[config.mk]
export PLATFORM = sky130hd
export DESIGN_NAME = sct_sequencer_flat
export DESIGN_NICKNAME = d
export VERILOG_FILES = /design/src/rtl/edsac_pkg.sv /design/src/rtl/sct_sequencer_if.sv /design/src/rtl/sct_serial_cell.sv /design/src/rtl/sct_sequencer.sv /design/src/flat_wrapper.sv
export SDC_FILE = /design/constraint.sdc
export NUM_CORES = 1
export LEC_CHECK = 0
export ABC_AREA = 1
export ABC_CLOCK_PERIOD_IN_PS = 6750
export BUFFER_PORTS_ARGS = -buffer_cell sky130_fd_sc_hd__buf_2
export CAP_MARGIN = 30
export CORE_MARGIN = 4
export CORE_UTILIZATION = 45
export CTS_BUF_LIST = sky130_fd_sc_hd__clkbuf_8
export DETAILED_ROUTE_END_ITERATION = 8
export PLACE_DENSITY = 0.65
export SLEW_MARGIN = 40
export SYNTH_ARGS = -nofsm -noshare
export SYNTH_HDL_FRONTEND = slang
export SYNTH_SLANG_ARGS = --single-unit
[constraint.sdc]
create_clock -name clk -period 6.75 [get_ports clk]
set_input_delay 1.0125 -clock clk [delete_from_list [all_inputs] [get_ports clk]]
set_output_delay 1.0125 -clock clk [all_outputs]
set_load 0.03 [all_outputs]
[src/rtl/edsac_pkg.sv]
// Shared EDSAC timing constants and sequence-control-tank FSM state encoding.
package edsac_pkg;

    localparam int MINOR_CYCLE = 18;
    localparam int ADDR_LO     = 1;
    localparam int ADDR_W      = 10;

    typedef enum logic [2:0] {
        ST_IDLE,
        ST_PEND_INC,
        ST_PEND_LOAD,
        ST_INC,
        ST_LOAD
    } sct_state_t;

endpackage

[src/rtl/sct_sequencer_if.sv]
// Main-control side of the sequence control tank: digit marker, requests, serial data and status.
interface sct_sequencer_if #(
    parameter int ADDR_W = edsac_pkg::ADDR_W
);
    logic              d0;
    logic              sct_one;
    logic              sct_in_gate;
    logic              sct_in;
    logic              sct_out;
    logic [ADDR_W-1:0] sct_addr;
    logic              busy;
    logic              done;

    modport master (
        output d0, sct_one, sct_in_gate, sct_in,
        input  sct_out, sct_addr, busy, done
    );

    modport slave (
        input  d0, sct_one, sct_in_gate, sct_in,
        output sct_out, sct_addr, busy, done
    );
endinterface

[src/rtl/sct_serial_cell.sv]
// One-bit serial adder / load mux operating on the recirculating SCT bit stream.
module sct_serial_cell (
    input  logic clk,
    input  logic rst,
    input  logic active,
    input  logic load_mode,
    input  logic first,
    input  logic in_field,
    input  logic bit_in,
    input  logic load_bit,
    output logic bit_out
);
    logic carry;
    logic carry_eff;
    logic sum;

    // The increment is a carry-in of one injected at the address LSB.
    assign carry_eff = first | carry;
    assign sum       = bit_in ^ carry_eff;

    always_comb begin
        bit_out = bit_in;
        if (active && in_field) begin
            bit_out = load_mode ? load_bit : sum;
        end
    end

    always_ff @(posedge clk) begin
        if (rst) begin
            carry <= 1'b0;
        end else begin
            carry <= active && in_field && !load_mode && bit_in && carry_eff;
        end
    end
endmodule

[src/rtl/sct_sequencer.sv]
// Sequence control tank: 18-digit recirculating register incremented or reloaded one minor cycle at a time.
module sct_sequencer #(
    parameter int MINOR_CYCLE = edsac_pkg::MINOR_CYCLE,
    parameter int ADDR_LO     = edsac_pkg::ADDR_LO,
    parameter int ADDR_W      = edsac_pkg::ADDR_W
) (
    input logic           clk,
    input logic           rst,
    sct_sequencer_if.slave bus
);
    import edsac_pkg::sct_state_t;
    import edsac_pkg::ST_IDLE;
    import edsac_pkg::ST_PEND_INC;
    import edsac_pkg::ST_PEND_LOAD;
    import edsac_pkg::ST_INC;
    import edsac_pkg::ST_LOAD;

    localparam int              CW       = $clog2(MINOR_CYCLE);
    localparam logic [CW-1:0]   DIG_LO   = CW'(ADDR_LO);
    localparam logic [CW-1:0]   DIG_HI   = CW'(ADDR_LO + ADDR_W - 1);
    localparam logic [CW-1:0]   DIG_LAST = CW'(MINOR_CYCLE - 1);
    localparam logic [CW:0]     MC_W     = (CW + 1)'(MINOR_CYCLE);

    sct_state_t             state;
    sct_state_t             state_n;
    logic                   q_inc;
    logic                   q_inc_n;
    logic                   q_load;
    logic                   q_load_n;
    logic [CW-1:0]          dcnt;
    logic [CW-1:0]          digit;
    logic [MINOR_CYCLE-1:0] sr;
    logic [MINOR_CYCLE-1:0] sr_rot;
    logic [MINOR_CYCLE-1:0] sr_al;
    logic [ADDR_W-1:0]      addr;
    logic                   resync;
    logic                   starting;
    logic                   active;
    logic                   load_mode;
    logic                   last;
    logic                   in_field;
    logic                   cell_bit;

    assign digit     = bus.d0 ? '0 : dcnt;
    assign resync    = bus.d0 && (dcnt != '0);
    assign last      = (digit == DIG_LAST);
    assign in_field  = (digit >= DIG_LO) && (digit <= DIG_HI);
    assign starting  = bus.d0 && (state == ST_PEND_INC || state == ST_PEND_LOAD);
    assign active    = (state == ST_INC) || (state == ST_LOAD) || starting;
    assign load_mode = (state == ST_LOAD) || (bus.d0 && state == ST_PEND_LOAD);

    // On an early d0 the stream is rotated so sr[0] is digit 0 again, and the
    // address field is restored from the committed copy to abort any partial update.
    always_comb begin
        sr_rot = (sr << dcnt) | (sr >> (MC_W - {1'b0, dcnt}));
        sr_al  = sr;
        if (resync) begin
            sr_al                    = sr_rot;
            sr_al[ADDR_LO +: ADDR_W] = addr;
        end
    end

    sct_serial_cell u_cell (
        .clk       (clk),
        .rst       (rst),
        .active    (active),
        .load_mode (load_mode),
        .first     (digit == DIG_LO),
        .in_field  (in_field),
        .bit_in    (sr_al[0]),
        .load_bit  (bus.sct_in),
        .bit_out   (cell_bit)
    );

    always_comb begin
        state_n  = state;
        q_inc_n  = q_inc;
        q_load_n = q_load;
        if (active) begin
            if (bus.sct_in_gate) begin
                q_load_n = 1'b1;
                q_inc_n  = 1'b0;
            end else if (bus.sct_one && !q_load) begin
                q_inc_n = 1'b1;
            end
        end
        unique case (state)
            ST_IDLE: begin
                if (bus.sct_in_gate)  state_n = ST_PEND_LOAD;
                else if (bus.sct_one) state_n = ST_PEND_INC;
            end
            ST_PEND_INC: begin
                if (bus.d0)               state_n = ST_INC;
                else if (bus.sct_in_gate) state_n = ST_PEND_LOAD;
            end
            ST_PEND_LOAD: begin
                if (bus.d0) state_n = ST_LOAD;
            end
            ST_INC, ST_LOAD: begin
                if (last) begin
                    state_n  = q_load_n ? ST_PEND_LOAD : (q_inc_n ? ST_PEND_INC : ST_IDLE);
                    q_load_n = 1'b0;
                    q_inc_n  = 1'b0;
                end
            end
            default: state_n = ST_IDLE;
        endcase
    end

    always_ff @(posedge clk) begin
        if (rst) begin
            state  <= ST_IDLE;
            q_inc  <= 1'b0;
            q_load <= 1'b0;
            dcnt   <= '0;
            sr     <= '0;
            addr   <= '0;
        end else begin
            state  <= state_n;
            q_inc  <= q_inc_n;
            q_load <= q_load_n;
            dcnt   <= last ? '0 : digit + 1'b1;
            sr     <= {cell_bit, sr_al[MINOR_CYCLE-1:1]};
            // At digit 17 sr[k] holds digit k-1, so the new address sits one place up.
            if (active && last) begin
                addr <= sr_al[ADDR_LO+1 +: ADDR_W];
            end
        end
    end

    assign bus.sct_out  = sr_al[0];
    assign bus.sct_addr = addr;
    assign bus.busy     = active;
    assign bus.done     = active && last;
endmodule

[src/flat_wrapper.sv]
// flat-port wrapper written by rule: the top's interface ports become plain ports
module sct_sequencer_flat import edsac_pkg::sct_state_t; import edsac_pkg::ST_IDLE; import edsac_pkg::ST_PEND_INC; import edsac_pkg::ST_PEND_LOAD; import edsac_pkg::ST_INC; import edsac_pkg::ST_LOAD;
#(
    parameter int MINOR_CYCLE = edsac_pkg::MINOR_CYCLE,
    parameter int ADDR_LO     = edsac_pkg::ADDR_LO,
    parameter int ADDR_W      = edsac_pkg::ADDR_W
)
  (clk, rst, bus_d0, bus_sct_one, bus_sct_in_gate, bus_sct_in, bus_sct_out, bus_sct_addr, bus_busy, bus_done);
  sct_sequencer_if #(.ADDR_W(ADDR_W)) bus_i ();
  input logic clk;
  input logic rst;
  input wire logic [$bits(bus_i.d0)-1:0] bus_d0;
  input wire logic [$bits(bus_i.sct_one)-1:0] bus_sct_one;
  input wire logic [$bits(bus_i.sct_in_gate)-1:0] bus_sct_in_gate;
  input wire logic [$bits(bus_i.sct_in)-1:0] bus_sct_in;
  output wire logic [$bits(bus_i.sct_out)-1:0] bus_sct_out;
  output wire logic [$bits(bus_i.sct_addr)-1:0] bus_sct_addr;
  output wire logic [$bits(bus_i.busy)-1:0] bus_busy;
  output wire logic [$bits(bus_i.done)-1:0] bus_done;
  assign bus_i.d0 = bus_d0;
  assign bus_i.sct_one = bus_sct_one;
  assign bus_i.sct_in_gate = bus_sct_in_gate;
  assign bus_i.sct_in = bus_sct_in;
  assign bus_sct_out = bus_i.sct_out;
  assign bus_sct_addr = bus_i.sct_addr;
  assign bus_busy = bus_i.busy;
  assign bus_done = bus_i.done;
  sct_sequencer #(.MINOR_CYCLE(MINOR_CYCLE), .ADDR_LO(ADDR_LO), .ADDR_W(ADDR_W)) u_core (.clk(clk), .rst(rst), .bus(bus_i));
endmodule
# Word-level counts from Yosys, hierarchy flattened

Index checks and enable logic that the tools add are counted.

$add $sub $neg: 2
Order comparisons: 2
Equality and inequality tests: 10
Shift operators: 2
Mux-type cells: 22
Bitwise gates (word level): 3
Reduce and logical (&&, ||, !) cells: 21

Operator list:

| cell                                                                                 | count |
|---|---|
| 3-bit two-way mux                                                                    | 7 |
| 18-bit two-way mux                                                                   | 1 |
| 18-bit OR                                                                            | 1 |
| 18-bit by 5-bit << shifter with 18-bit output                                        | 1 |
| 18-bit by 6-bit >> shifter with 18-bit output                                        | 1 |
| 1-bit two-way mux                                                                    | 12 |
| 3-bit case mux with 4 select lines                                                   | 1 |
| 1-bit logical AND                                                                    | 10 |
| 3-bit by 2-bit == test with 1-bit output (second input constant)                     | 2 |
| 3-bit inequality test (second input constant)                                        | 2 |
| 5-bit by 5-bit subtractor with 6-bit output (first input constant)                   | 1 |
| 5-bit by 1-bit adder with 5-bit output (second input constant)                       | 1 |
| 5-bit by 1-bit == test with 1-bit output (second input constant)                     | 1 |
| 5-bit == test (second input constant)                                                | 1 |
| 5-bit by 1-bit greater-or-equal comparator with 1-bit output (second input constant) | 1 |
| 5-bit by 4-bit <= comparator with 1-bit output (second input constant)               | 1 |
| 5-bit two-way mux                                                                    | 1 |
| 5-bit nonzero test                                                                   | 1 |
| 1-bit logical OR                                                                     | 4 |
| 4-bit AND reduction                                                                  | 1 |
| 2-bit OR reduction                                                                   | 2 |
| 3-bit by 1-bit == test with 1-bit output (second input constant)                     | 1 |
| 3-bit == test (second input constant)                                                | 1 |
| 3-bit logical NOT                                                                    | 1 |
| other kinds (5)                                                                      | 6 |

Register bits: 39
Input bits: 6
Output and inout port bits: 13
Word-level logic and storage cells: 69

# Longest topological paths before layout

Gate-level depths: netlist of run 1.

Depth in word-level cells: 9
Gate-level depth with buffers: 15
Gate-level depth less buffers: 13

# By module

A second synthesis of run 1 with hierarchy kept.

Cell total of the unflattened synthesis: 449
Area total of the unflattened synthesis: 2855.2 um^2

By module, submodules not included:

| module          | times used | cells each | area each (um^2) | seq. area each (um^2) |
|---|---|---|---|---|
| sct_sequencer   | 1          | 429        | 2750.1           | 760.7 |
| sct_serial_cell | 1          | 20         | 105.1            | 20.0 |

# Least setup slack after synthesis of run 1

No wires, ideal clock.

Path type: register -> output
Start: register u_core.dcnt[1]
End: output bus_sct_out
Arrival: 2.107 ns
Data required time: 5.738 ns
Path slack: 3.630 ns
Stages on the path, launching flop included: 14
Path buffers: 3
Cells stage by stage: dfxtp_1 -> clkinv_1 -> clkbuf_1 -> ha_1 -> buf_2 -> inv_1 -> buf_2 -> nand3_1 -> nand3_1 -> nand3_1 -> nand3_1 -> nand2_2 -> nand2_2 -> inv_1

Cells in the longest elaborated chain, start to end: 4
Elaborated cells between the ends (all ways): 7
Classes of those cells: add/sub: 1; shift: 2; mux: 1; bitwise: 1; reduce/logical: 2

RTL lines:

| element                                       | RTL line             | RTL |
|---|---|---|
| from (decl)                                   | sct_sequencer.sv:30  | `logic [CW-1:0] dcnt;` |
| from (signal assigned)                        | sct_sequencer.sv:122 | `dcnt <= last ? '0 : digit + 1'b1;` |
| 5-bit by 5-bit subtractor with 6-bit output   | sct_sequencer.sv:55  | `sr_rot = (sr << dcnt) \| (sr >> (MC_W - {1'b0, dcnt}));` |
| 18-bit by 6-bit >> shifter with 18-bit output | sct_sequencer.sv:55  |  |
| 18-bit OR                                     | sct_sequencer.sv:55  |  |
| 18-bit two-way mux *                          | sct_sequencer.sv:57  | `if (resync) begin` |
| to (decl)                                     | flat_wrapper.sv:16   | `output wire logic [$bits(bus_i.sct_out)-1:0] bus_sct_out;` |

Mark *: on every way between the ends. The rest lies on a longest branch, timed or not.

# Worst setup path after layout of run 1

Same ends and word-level chain as after synthesis.

==> flow_metrics.env, run 1 <==
export IMPL_run_status="finished, final reports clean"
export IMPL_worst_rel_slew_slack_pct=53.1
export IMPL_hold_path_class="reg2reg"
export IMPL_synth_top_cell_by_area="sky130_fd_sc_hd__dfxtp_1"
export IMPL_synthesis_nets=429
export IMPL_io_pin_count=19
export IMPL_cts_repair_resized=0
export IMPL_worst_slew_pin_slew_ns=0.702
export IMPL_cp_data_arrival_time_ns=3.50
export IMPL_yosysTopAreaCellShare_pct=28.3
export IMPL_floorplan_rows=28
export IMPL_ys_seq_elements=39
export IMPL_dr_vias=2807
export IMPL_die_w_um=86.3
export IMPL_critical_path_data_required_time_ns=5.74
export IMPL_gpl_final_weighted_congestion=0.894
export IMPL_ys_async_sr_fraction_pct=0
export IMPL_area_growth_synth_to_final_pct=5.90
export IMPL_total_power_mw=0.692
export IMPL_power_per_cell_area_mw_per_mm2=237
export IMPL_synth_sequential_area_ratio_pct=28.3
export IMPL_grt_pass1_wl_um=11900
export IMPL_n_antenna_cell=0
export IMPL_dieHeight_um=86.3
export IMPL_category_of_the_critical_setup_timing_path="reg2out"
export IMPL_timing_hold_violations_final=0
export IMPL_place_port_buffers=18
export IMPL_cp_start_kind="flop"
export IMPL_setup_repair_after_global_routing_missed_its_margin="no"
export IMPL_path_clk_slew_ns=0.08
export IMPL_critPathMaxStageDelay_ns=0.78
export IMPL_path_max_fanout=25
export IMPL_grt_pass1_vias=2448
export IMPL_cts_sinks=39
export IMPL_grt_start_max_net_pins=26
export IMPL_vdd_drop_max_mv=0.224
export IMPL_synth_enable_flop_cells=0
export IMPL_critical_path_slowest_cell="sky130_fd_sc_hd__dfxtp_1"
export IMPL_numCtsBuffers=5
export IMPL_core_area_mm2=0.00592
export IMPL_worst_case_clock_skew_ns=0.0181
export IMPL_clock_fmax_ghz=0.222
export IMPL_final_setup_viol_count=0
export IMPL_layout_commonest_cell="sky130_fd_sc_hd__nand2_1"
export IMPL_fp_dieArea_mm2=0.00744
export IMPL_synth_area_top_cells="sky130_fd_sc_hd__dfxtp_1 28%, sky130_fd_sc_hd__nand2_1 12%, sky130_fd_sc_hd__nand3_1 7.4%"
export IMPL_layout_worst_path_cycle_share_pct=66.8
export IMPL_power_static_leakage_nw=1.30
export IMPL_post_synth_num_cell_types=46
export IMPL_wl_um=7260
export IMPL_drtPass1Iterations=6
export IMPL_worst_skew_pair_late_latency_ns=0.30
export IMPL_setup_fix_bufs_post_cts=0
export IMPL_syn_mean_instance_area_um2=6.60
export IMPL_max_clock_path_buffers=2
export IMPL_wl_per_cell_um=14.6
export IMPL_mappedNetlistArea_mm2=0.00276
export IMPL_synth_yosys_warnings=0
export IMPL_antenna_found_initial=0
export IMPL_tns_ns=0
export IMPL_effective_utilization_at_floorplan_pct=46.6
export IMPL_final_antenna_net_count=0
export IMPL_worst_path_buf_inv=4
export IMPL_timing_max_transition_violations_final=0
export IMPL_timing_critical_path_max_delay_family="buffers and inverters"
export IMPL_crit_chain="clkinv_1, ha_1, inv_1, a21oi_1, nand2_2, o21ai_1, nand3_1, nand2_2, nand2_2, inv_1, buf_2"
export IMPL_drive_gt1_share_pct=13.9
export IMPL_finalCriticalPeriod_ns=4.51
export IMPL_timing_critical_path_mode_cell="sky130_fd_sc_hd__nand2_2"
export IMPL_cts_root_buffer="sky130_fd_sc_hd__clkbuf_8"
export IMPL_number_of_instances_in_the_synthesized_netlist=418
export IMPL_maxCapViolations=0
export IMPL_dp_hpwl_um=5500
export IMPL_clock_tree_htree_level_count=2
export IMPL_global_route_overflow_total=0
export IMPL_detail_route_iter0_violations=377
export IMPL_post_cts_hold_buffer_count=0
export IMPL_route_detailed_vias_per_inst=5.63
export IMPL_cts_tree="yes"
export IMPL_worstSetupEndpointType="output port"
export IMPL_gr_usage_all_layers_pct=20.1
export IMPL_layout_nets=434
export IMPL_detail_route_drc_violations=0
export IMPL_layout_common_cells="91 x sky130_fd_sc_hd__nand2_1, 47 x sky130_fd_sc_hd__nor2_1, 41 x sky130_fd_sc_hd__nand3_1, 41 x sky130_fd_sc_hd__o21ai_0, 39 x sky130_fd_sc_hd__dfxtp_1"
export IMPL_most_used_flip_flop_cell_after_synthesis="sky130_fd_sc_hd__dfxtp_1"
-- report_power, final --
part	total, mW	switching, mW	internal, mW
clock network	0.213	0.0912	0.122
registers	0.270	0.0201	0.250
logic	0.209	0.138	0.0708
total	0.692	0.250	0.442
-- final cells by class --
type / instances / area, um^2
well taps: 75 / 93.8
multi-input cells: 321 / 1690
repair buffers: 19 / 97.6
inverters: 37 / 139
fillers: 609 / 3000
flip-flops and latches: 39 / 781
clock buffers: 6 / 82.6
clock inverters: 2 / 38.8
-- final timing paths --
path / start / end / slack [ns] / depth (start not counted)
max: u_core.dcnt[1] / bus_sct_out / 2.24 / 11
min: u_core.q_inc / u_core.q_inc / 0.48 / 2
max reg2reg: u_core.dcnt[1] / u_core.sr[17] / 3.52 / 12
min reg2reg: u_core.q_inc / u_core.q_inc / 0.48 / 2
-- worst register-to-register path: cells and delay by family (launching register included) --
family,cells,cell delay [ns]
AO/OA/AOI/OAI,2,0.37
adder cells (fa/ha/maj),1,0.62
buffers and inverters,2,0.81
flip-flops,1,0.78
AND/OR/NAND/NOR,7,0.59
-- cell families (layout without fill, tap and decap cells) --
family	after synthesis	in the layout	share of synthesized area (%)
AO/OA/AOI/OAI	96	96	20.1
adder cells (fa/ha/maj)	5	5	2.27
AND/OR/NAND/NOR	212	212	35.8
buffers and inverters	58	64	10.5
XOR/XNOR	3	3	1.23
flip-flops	39	39	28.3
multiplexers	5	5	1.81
-- through the flow --
step	worst slack, ns	cells	area, um^2	utilization [%]	hold slack, ns
after floorplan	3.63	418	2760	-	0.450
after global placement	2.68	491	2800	47.3	0.471
after detailed placement	2.61	491	2800	47.3	0.472
after CTS	2.29	499	2920	49.3	0.485
after global routing	1.88	499	2920	49.3	0.535
final	2.24	499	2920	49.3	0.483
-- cell usage after synthesis (all sizes together), types with 3 or more instances --
cell and count:
nand3 46, inv 36, a31oi 4, nor2 53, a21oi 19, ha 5
o22ai 3, dfxtp 39, o21ai 47, nand2 99, a211oi 9, nand4 4
or2 5, buf 15, o211ai 6, mux2i 5, clkbuf 6
-- layer usage --
metal,routed length (um),vias to the layer above,global-route usage (%)
li1,-,1414,-
met1,3420,1264,28.1
met2,3300,115,32.9
met3,388,14,2.85
met4,158,0,4.53
met5,0,-,0
-- flip-flops by register name, indices dropped and copies added, names as in the netlist --
signal,count
u_core.state,3
u_core.q_inc,1
u_core.dcnt,5
u_core.q_load,1
u_core.sr,18
u_core.bus.sct_addr,10
u_core.u_cell.carry,1
No activity file was read; power rests on OpenSTA's default activity.
==> inputs of run 2 (changes only) <==
- ABC_AREA: 1 -> 0
- ABC_CLOCK_PERIOD_IN_PS: 6750 -> 4100
- PLACE_DENSITY: 0.65 -> 0.67
- clock period: 6.75 -> 4.1 ns (I/O delays scaled with it)
==> flow_metrics.env, run 2 <==
export IMPL_run_status="finished, final reports clean"
export IMPL_layout_common_cells="48 x sky130_fd_sc_hd__nor2_1, 38 x sky130_fd_sc_hd__dfxtp_1, 26 x sky130_fd_sc_hd__mux2i_1"
export IMPL_mappedNetlistArea_mm2=0.00301
export IMPL_finalCriticalPeriod_ns=3.44
export IMPL_synth_sequential_area_ratio_pct=26.0
export IMPL_synth_yosys_warnings=0
export IMPL_worst_skew_pair_late_latency_ns=0.29
export IMPL_clock_fmax_ghz=0.291
export IMPL_tns_ns=0
export IMPL_synth_top_cell_by_area="sky130_fd_sc_hd__dfxtp_1"
export IMPL_cts_repair_resized=0
export IMPL_synthesized_area_fraction_occupied_by_adder_cells_pct=2.08
export IMPL_cts_sinks=39
export IMPL_most_used_flip_flop_cell_after_synthesis="sky130_fd_sc_hd__dfxtp_1"
export IMPL_cp_data_arrival_time_ns=2.83
export IMPL_area_growth_synth_to_final_pct=5.70
export IMPL_power_frac_clock_pct=28.8
export IMPL_worst_case_clock_skew_ns=0.00287
export IMPL_power_per_cell_area_mw_per_mm2=342
export IMPL_layout_worst_path_cycle_share_pct=83.9
export IMPL_synth_simple_gate_area_share_pct=19.9
export IMPL_numCtsBuffers=5
export IMPL_worst_rel_slew_slack_pct=49.3
export IMPL_effective_utilization_at_floorplan_pct=46.8
export IMPL_synth_enable_flop_cells=0
export IMPL_critPathMaxStageDelay_ns=0.52
export IMPL_layout_nets=348
export IMPL_route_detailed_vias_per_inst=6.27
export IMPL_grt_start_max_net_pins=41
export IMPL_power_switching_mw=0.360
export IMPL_setup_repair_after_global_routing_missed_its_margin="no"
export IMPL_timing_hold_violations_final=0
export IMPL_maxCapViolations=0
export IMPL_hold_path_class="reg2reg"
export IMPL_registers_top_by_ff_count="u_core.sr"
export IMPL_cts_tree="yes"
export IMPL_syn_mean_instance_area_um2=8.92
export IMPL_synth_most_common_cell="sky130_fd_sc_hd__nor2_1"
export IMPL_dp_hpwl_um=4980
export IMPL_fp_dieArea_mm2=0.00805
export IMPL_crit_chain="clkinv_1, ha_1, buf_4, mux4_2, mux2i_1, o21ai_0, a21bo_2, o211a_1, buf_2"
export IMPL_worst_slew_pin_slew_ns=0.761
export IMPL_floorplan_rows=29
export IMPL_post_cts_hold_buffer_count=0
export IMPL_setup_fix_bufs_post_cts=0
export IMPL_grt_pass1_vias=2459
export IMPL_vdd_drop_max_mv=0.271
export IMPL_ys_seq_elements=39
export IMPL_p_int_mw=0.728
export IMPL_wl_um=7380
export IMPL_grt_pass1_wl_um=12400
export IMPL_muxShareOfSynthArea_pct=25.0
export IMPL_power_static_leakage_nw=1.22
export IMPL_worst_path_buf_inv=3
export IMPL_cp_start_kind="flop"
export IMPL_number_of_instances_in_the_synthesized_netlist=337
export IMPL_p_seq_share_pct=42.3
export IMPL_yosysTopAreaCellShare_pct=26.0
export IMPL_fill_cells=605
export IMPL_antenna_found_initial=0
export IMPL_ys_async_sr_fraction_pct=0
export IMPL_share_comb_of_total_power_pct=28.9
export IMPL_core_area_mm2=0.00642
export IMPL_path_clk_slew_ns=0.08
export IMPL_number_of_flip_flops_under_the_largest_register_name=18
export IMPL_timing_critical_path_max_delay_family="multiplexers"
export IMPL_clock_tree_htree_level_count=2
export IMPL_synth_area_top_cells="sky130_fd_sc_hd__dfxtp_1 26%, sky130_fd_sc_hd__mux4_2 9.7%, sky130_fd_sc_hd__mux2i_1 8.7%"
export IMPL_worstSetupEndpointType="output port"
export IMPL_global_route_overflow_total=0
export IMPL_combinational_family_with_the_most_area_after_synthesis="multiplexers"
export IMPL_drive_gt1_share_pct=18.4
export IMPL_final_antenna_net_count=0
export IMPL_category_of_the_critical_setup_timing_path="reg2out"
export IMPL_post_synth_most_frequent_cells="48 x sky130_fd_sc_hd__nor2_1, 39 x sky130_fd_sc_hd__dfxtp_1, 26 x sky130_fd_sc_hd__mux2i_1, 20 x sky130_fd_sc_hd__nand2_1, 18 x sky130_fd_sc_hd__nor3_1"
export IMPL_synth_compound_area_share_pct=18.4
export IMPL_critical_path_data_required_time_ns=3.48
export IMPL_cts_root_buffer="sky130_fd_sc_hd__clkbuf_8"
export IMPL_post_synth_num_cell_types=60
export IMPL_final_setup_viol_count=0
export IMPL_detail_route_drc_violations=0
export IMPL_p_sw_share_pct=33.1
export IMPL_drtPass1Iterations=4
export IMPL_die_w_um=89.7
export IMPL_path_max_fanout=15
export IMPL_total_power_mw=1.09
export IMPL_timing_max_transition_violations_final=0
export IMPL_n_antenna_cell=0
export IMPL_max_clock_path_buffers=2
export IMPL_io_pin_count=19
export IMPL_critical_path_slowest_cell="sky130_fd_sc_hd__mux4_2"
export IMPL_detail_route_iter0_violations=274
export IMPL_place_port_buffers=18
export IMPL_gpl_final_weighted_congestion=0.893
export IMPL_wl_per_cell_um=17.8
export IMPL_layout_commonest_cell="sky130_fd_sc_hd__nor2_1"
export IMPL_synthesis_nets=348
export IMPL_gr_usage_all_layers_pct=18.4
export IMPL_dr_vias=2597
export IMPL_dieHeight_um=89.7
export IMPL_yosys_area_share_xor_xnor_pct=1.46
[run 2: logic make-up after synthesis]
logic type / count (synthesis)
AO/OA/AOI/OAI: 75
XOR/XNOR: 5
adder cells (fa/ha/maj): 5
buffers and inverters: 41
flip-flops: 39
multiplexers: 50
AND/OR/NAND/NOR: 122
[run 2: worst paths after layout]
kind	start	to	slack, ns	cells past startpoint
max	u_core.dcnt[1]	bus_sct_out	0.66	9
min	u_core.bus.sct_addr[0]	u_core.sr[0]	0.50	2
max reg2reg	u_core.dcnt[1]	u_core.sr[17]	1.37	9
min reg2reg	u_core.bus.sct_addr[0]	u_core.sr[0]	0.50	2
[run 2: area by class of cell]
cell class,instances,area (um^2),share of cell area (%)
well taps,77,96.3,3.03
inverters,8,30.0,0.945
clock inverters,2,37.5,1.18
multi-input cells,257,2010,63.3
clock buffers,5,68.8,2.17
flip-flops and latches,39,782,24.6
repair buffers,26,150,4.73
[run 2: power groups by stage]
| stage | Combinational, mW | Clock (mW) | Sequential, mW |
|---|---|---|---|
| floorplan | 0.291 | 0 | 0.432 |
| global placement | 0.309 | 0 | 0.467 |
| detailed placement | 0.310 | 0 | 0.467 |
| CTS | 0.312 | 0.323 | 0.458 |
| global route | 0.348 | 0.339 | 0.465 |
| finish | 0.314 | 0.314 | 0.460 |
[run 2: per-layer routing]
layer / routed length [um] / vias up / share of wire [%] / global-route usage, %
met4: 111 / 0 / 1.5 / 6.13
met1: 3440 / 1245 / 47 / 26.2
met5: 0 / - / 0 / 0
li1: - / 1257 / - / -
met3: 404 / 12 / 5.5 / 3.17
met2: 3420 / 83 / 46 / 28.4
[run 2: tightest hold or removal path, delay by kind of cell (launching register included)]
kind / cells / cell delay [ns]
AO/OA/AOI/OAI: 1 / 0.06
flip-flops: 1 / 0.33
AND/OR/NAND/NOR: 1 / 0.06
[run 2: stage by stage]
step                      setup WS [ns]  hold WS, ns  instance area, um^2  cells  utilization (%)
after floorplan                    1.02        0.464                 3010    337                -
after global placement             1.05        0.476                 3070    407             47.8
after detailed placement          0.981        0.494                 3070    407             47.8
after CTS                         0.653        0.511                 3180    414             49.4
after global routing              0.465        0.537                 3180    414             49.5
final                             0.659        0.495                 3180    414             49.5
==> inputs of run 3 (changes only) <==
- ABC_AREA: 0 -> 1
- ABC_CLOCK_PERIOD_IN_PS: 4100 -> 3000
- PLACE_DENSITY: 0.67 -> 0.68
- clock period: 4.1 -> 3 ns (I/O delays scaled with it)
==> flow_metrics.env, run 3 (synthesis gave the netlist of run 1 again) <==
export IMPL_detail_route_drc_violations=0
export IMPL_route_detailed_vias_per_inst=5.65
export IMPL_cp_data_arrival_time_ns=2.30
export IMPL_layout_commonest_cell="sky130_fd_sc_hd__nand2_1"
export IMPL_cts_root_buffer="sky130_fd_sc_hd__clkbuf_8"
export IMPL_share_comb_of_total_power_pct=30.6
export IMPL_power_switching_mw=0.572
export IMPL_clock_fmax_ghz=0.364
export IMPL_layout_nets=438
export IMPL_drive_gt1_share_pct=14.7
export IMPL_cts_sinks=39
export IMPL_numCtsBuffers=5
export IMPL_cp_start_kind="flop"
export IMPL_number_of_flip_flops_under_the_largest_register_name=18
export IMPL_final_setup_viol_count=0
export IMPL_antenna_found_initial=0
export IMPL_wl_um=7330
export IMPL_maxCapViolations=0
export IMPL_worst_case_clock_skew_ns=0.0141
export IMPL_fp_dieArea_mm2=0.00744
export IMPL_drtPass1Iterations=5
export IMPL_clock_tree_htree_level_count=2
export IMPL_vdd_drop_max_mv=0.428
export IMPL_worst_skew_pair_late_latency_ns=0.31
export IMPL_global_route_overflow_total=0
export IMPL_grt_start_max_net_pins=25
export IMPL_gpl_final_weighted_congestion=0.980
export IMPL_p_sw_share_pct=36.4
export IMPL_fill_cells=588
export IMPL_place_port_buffers=18
export IMPL_layout_worst_path_cycle_share_pct=91.6
export IMPL_worstSetupEndpointType="output port"
export IMPL_worst_slew_pin_slew_ns=0.461
export IMPL_hold_path_class="in2reg"
export IMPL_max_clock_path_buffers=2
export IMPL_cts_repair_resized=0
export IMPL_die_w_um=86.3
export IMPL_wl_per_cell_um=14.6
export IMPL_min_delay_path_depth=2
export IMPL_power_frac_clock_pct=31.1
export IMPL_io_pin_count=19
export IMPL_dr_vias=2840
export IMPL_post_cts_hold_buffer_count=0
export IMPL_instances_no_fill=503
export IMPL_power_static_leakage_nw=1.32
export IMPL_multi_input_comb_area_mm2=0.00169
export IMPL_detail_route_iter0_violations=270
export IMPL_floorplan_rows=28
export IMPL_setup_repair_after_global_routing_missed_its_margin="no"
export IMPL_p_seq_share_pct=38.4
export IMPL_worst_rel_slew_slack_pct=69.2
export IMPL_category_of_the_critical_setup_timing_path="reg2out"
export IMPL_path_clk_slew_ns=0.09
export IMPL_power_per_cell_area_mw_per_mm2=532
export IMPL_r2r_cells=12
export IMPL_final_antenna_net_count=0
export IMPL_timing_max_transition_violations_final=0
export IMPL_grt_pass1_vias=2591
export IMPL_area_sequential_um2=781
export IMPL_dp_hpwl_um=5310
export IMPL_area_growth_synth_to_final_pct=6.99
export IMPL_dieHeight_um=86.3
export IMPL_p_int_mw=0.999
export IMPL_timing_hold_violations_final=0
export IMPL_layout_common_cells="91 x sky130_fd_sc_hd__nand2_1, 47 x sky130_fd_sc_hd__nor2_1, 41 x sky130_fd_sc_hd__nand3_1, 41 x sky130_fd_sc_hd__o21ai_0, 39 x sky130_fd_sc_hd__dfxtp_1"
export IMPL_registers_top_by_ff_count="u_core.sr"
export IMPL_grt_pass1_wl_um=12600
export IMPL_gr_usage_all_layers_pct=20.8
export IMPL_cts_tree="yes"
export IMPL_placedCellCount=495
export IMPL_critical_path_data_required_time_ns=2.55
export IMPL_path_max_fanout=11
export IMPL_finalCriticalPeriod_ns=2.75
export IMPL_effective_utilization_at_floorplan_pct=46.6
export IMPL_setup_fix_bufs_post_cts=0
export IMPL_n_antenna_cell=0
export IMPL_run_status="finished, final reports clean"
export IMPL_tns_ns=0
export IMPL_worst_hold_slack_ns=0.439
export IMPL_core_area_mm2=0.00592
-- run 3: final cells by class --
type                    count  area share [%]
repair buffers             23            4.33
flip-flops and latches     39            26.5
inverters                  37            4.71
well taps                  75            3.18
multi-input cells         321            57.2
clock buffers               6            2.80
clock inverters             2            1.31
-- run 3: worst paths after layout --
| check | end | start | slack, ns |
|---|---|---|---|
| worst max-delay path | bus_sct_out | u_core.dcnt[1] | 0.25 |
| worst min-delay path | u_core.q_inc | bus_sct_in_gate | 0.44 |
| worst max register to register | u_core.sr[17] | u_core.dcnt[1] | 0.92 |
| worst min register to register | u_core.q_inc | u_core.q_inc | 0.49 |
-- run 3: power by group through the flow --
stage	Combinational (mW)	Sequential [mW]	Clock (mW)
2_1_floorplan	0.385	0.605	0
3_3_place_gp	0.468	0.613	0
3_5_place_dp	0.471	0.614	0
4_1_cts	0.473	0.602	0.495
5_1_grt	0.543	0.610	0.520
6_report	0.480	0.603	0.488
-- run 3: through the flow --
stage	setup slack (ns)	power, mW	cell area, um^2	util (%)
after floorplan	0.443	0.990	2760	-
after global placement	0.630	1.08	2830	47.8
after detailed placement	0.586	1.09	2830	47.8
after CTS	0.250	1.57	2950	49.8
after global routing	0.0835	1.67	2950	49.8
final	0.253	1.57	2950	49.8
-- run 3: metal layers --
| metal | routed length [um] | track usage (%) | part of all wire, % |
|---|---|---|---|
| met1 | 3510 | 29.9 | 48 |
| met2 | 3150 | 31.2 | 43 |
| met3 | 511 | 3.61 | 7.0 |
| met4 | 161 | 7.51 | 2.2 |
| met5 | 0 | 0 | 0 |
-- run 3: critical path, cell delays in order (launching register included) --
cell                       delay (ns)
sky130_fd_sc_hd__dfxtp_1         0.34
sky130_fd_sc_hd__clkinv_1        0.08
sky130_fd_sc_hd__ha_1            0.43
sky130_fd_sc_hd__inv_1           0.22
sky130_fd_sc_hd__a21oi_1         0.19
sky130_fd_sc_hd__nand2_2         0.08
sky130_fd_sc_hd__o21ai_1         0.13
sky130_fd_sc_hd__nand3_1         0.12
sky130_fd_sc_hd__nand2_2         0.10
sky130_fd_sc_hd__nand2_2         0.07
sky130_fd_sc_hd__inv_1           0.05
sky130_fd_sc_hd__buf_2           0.18
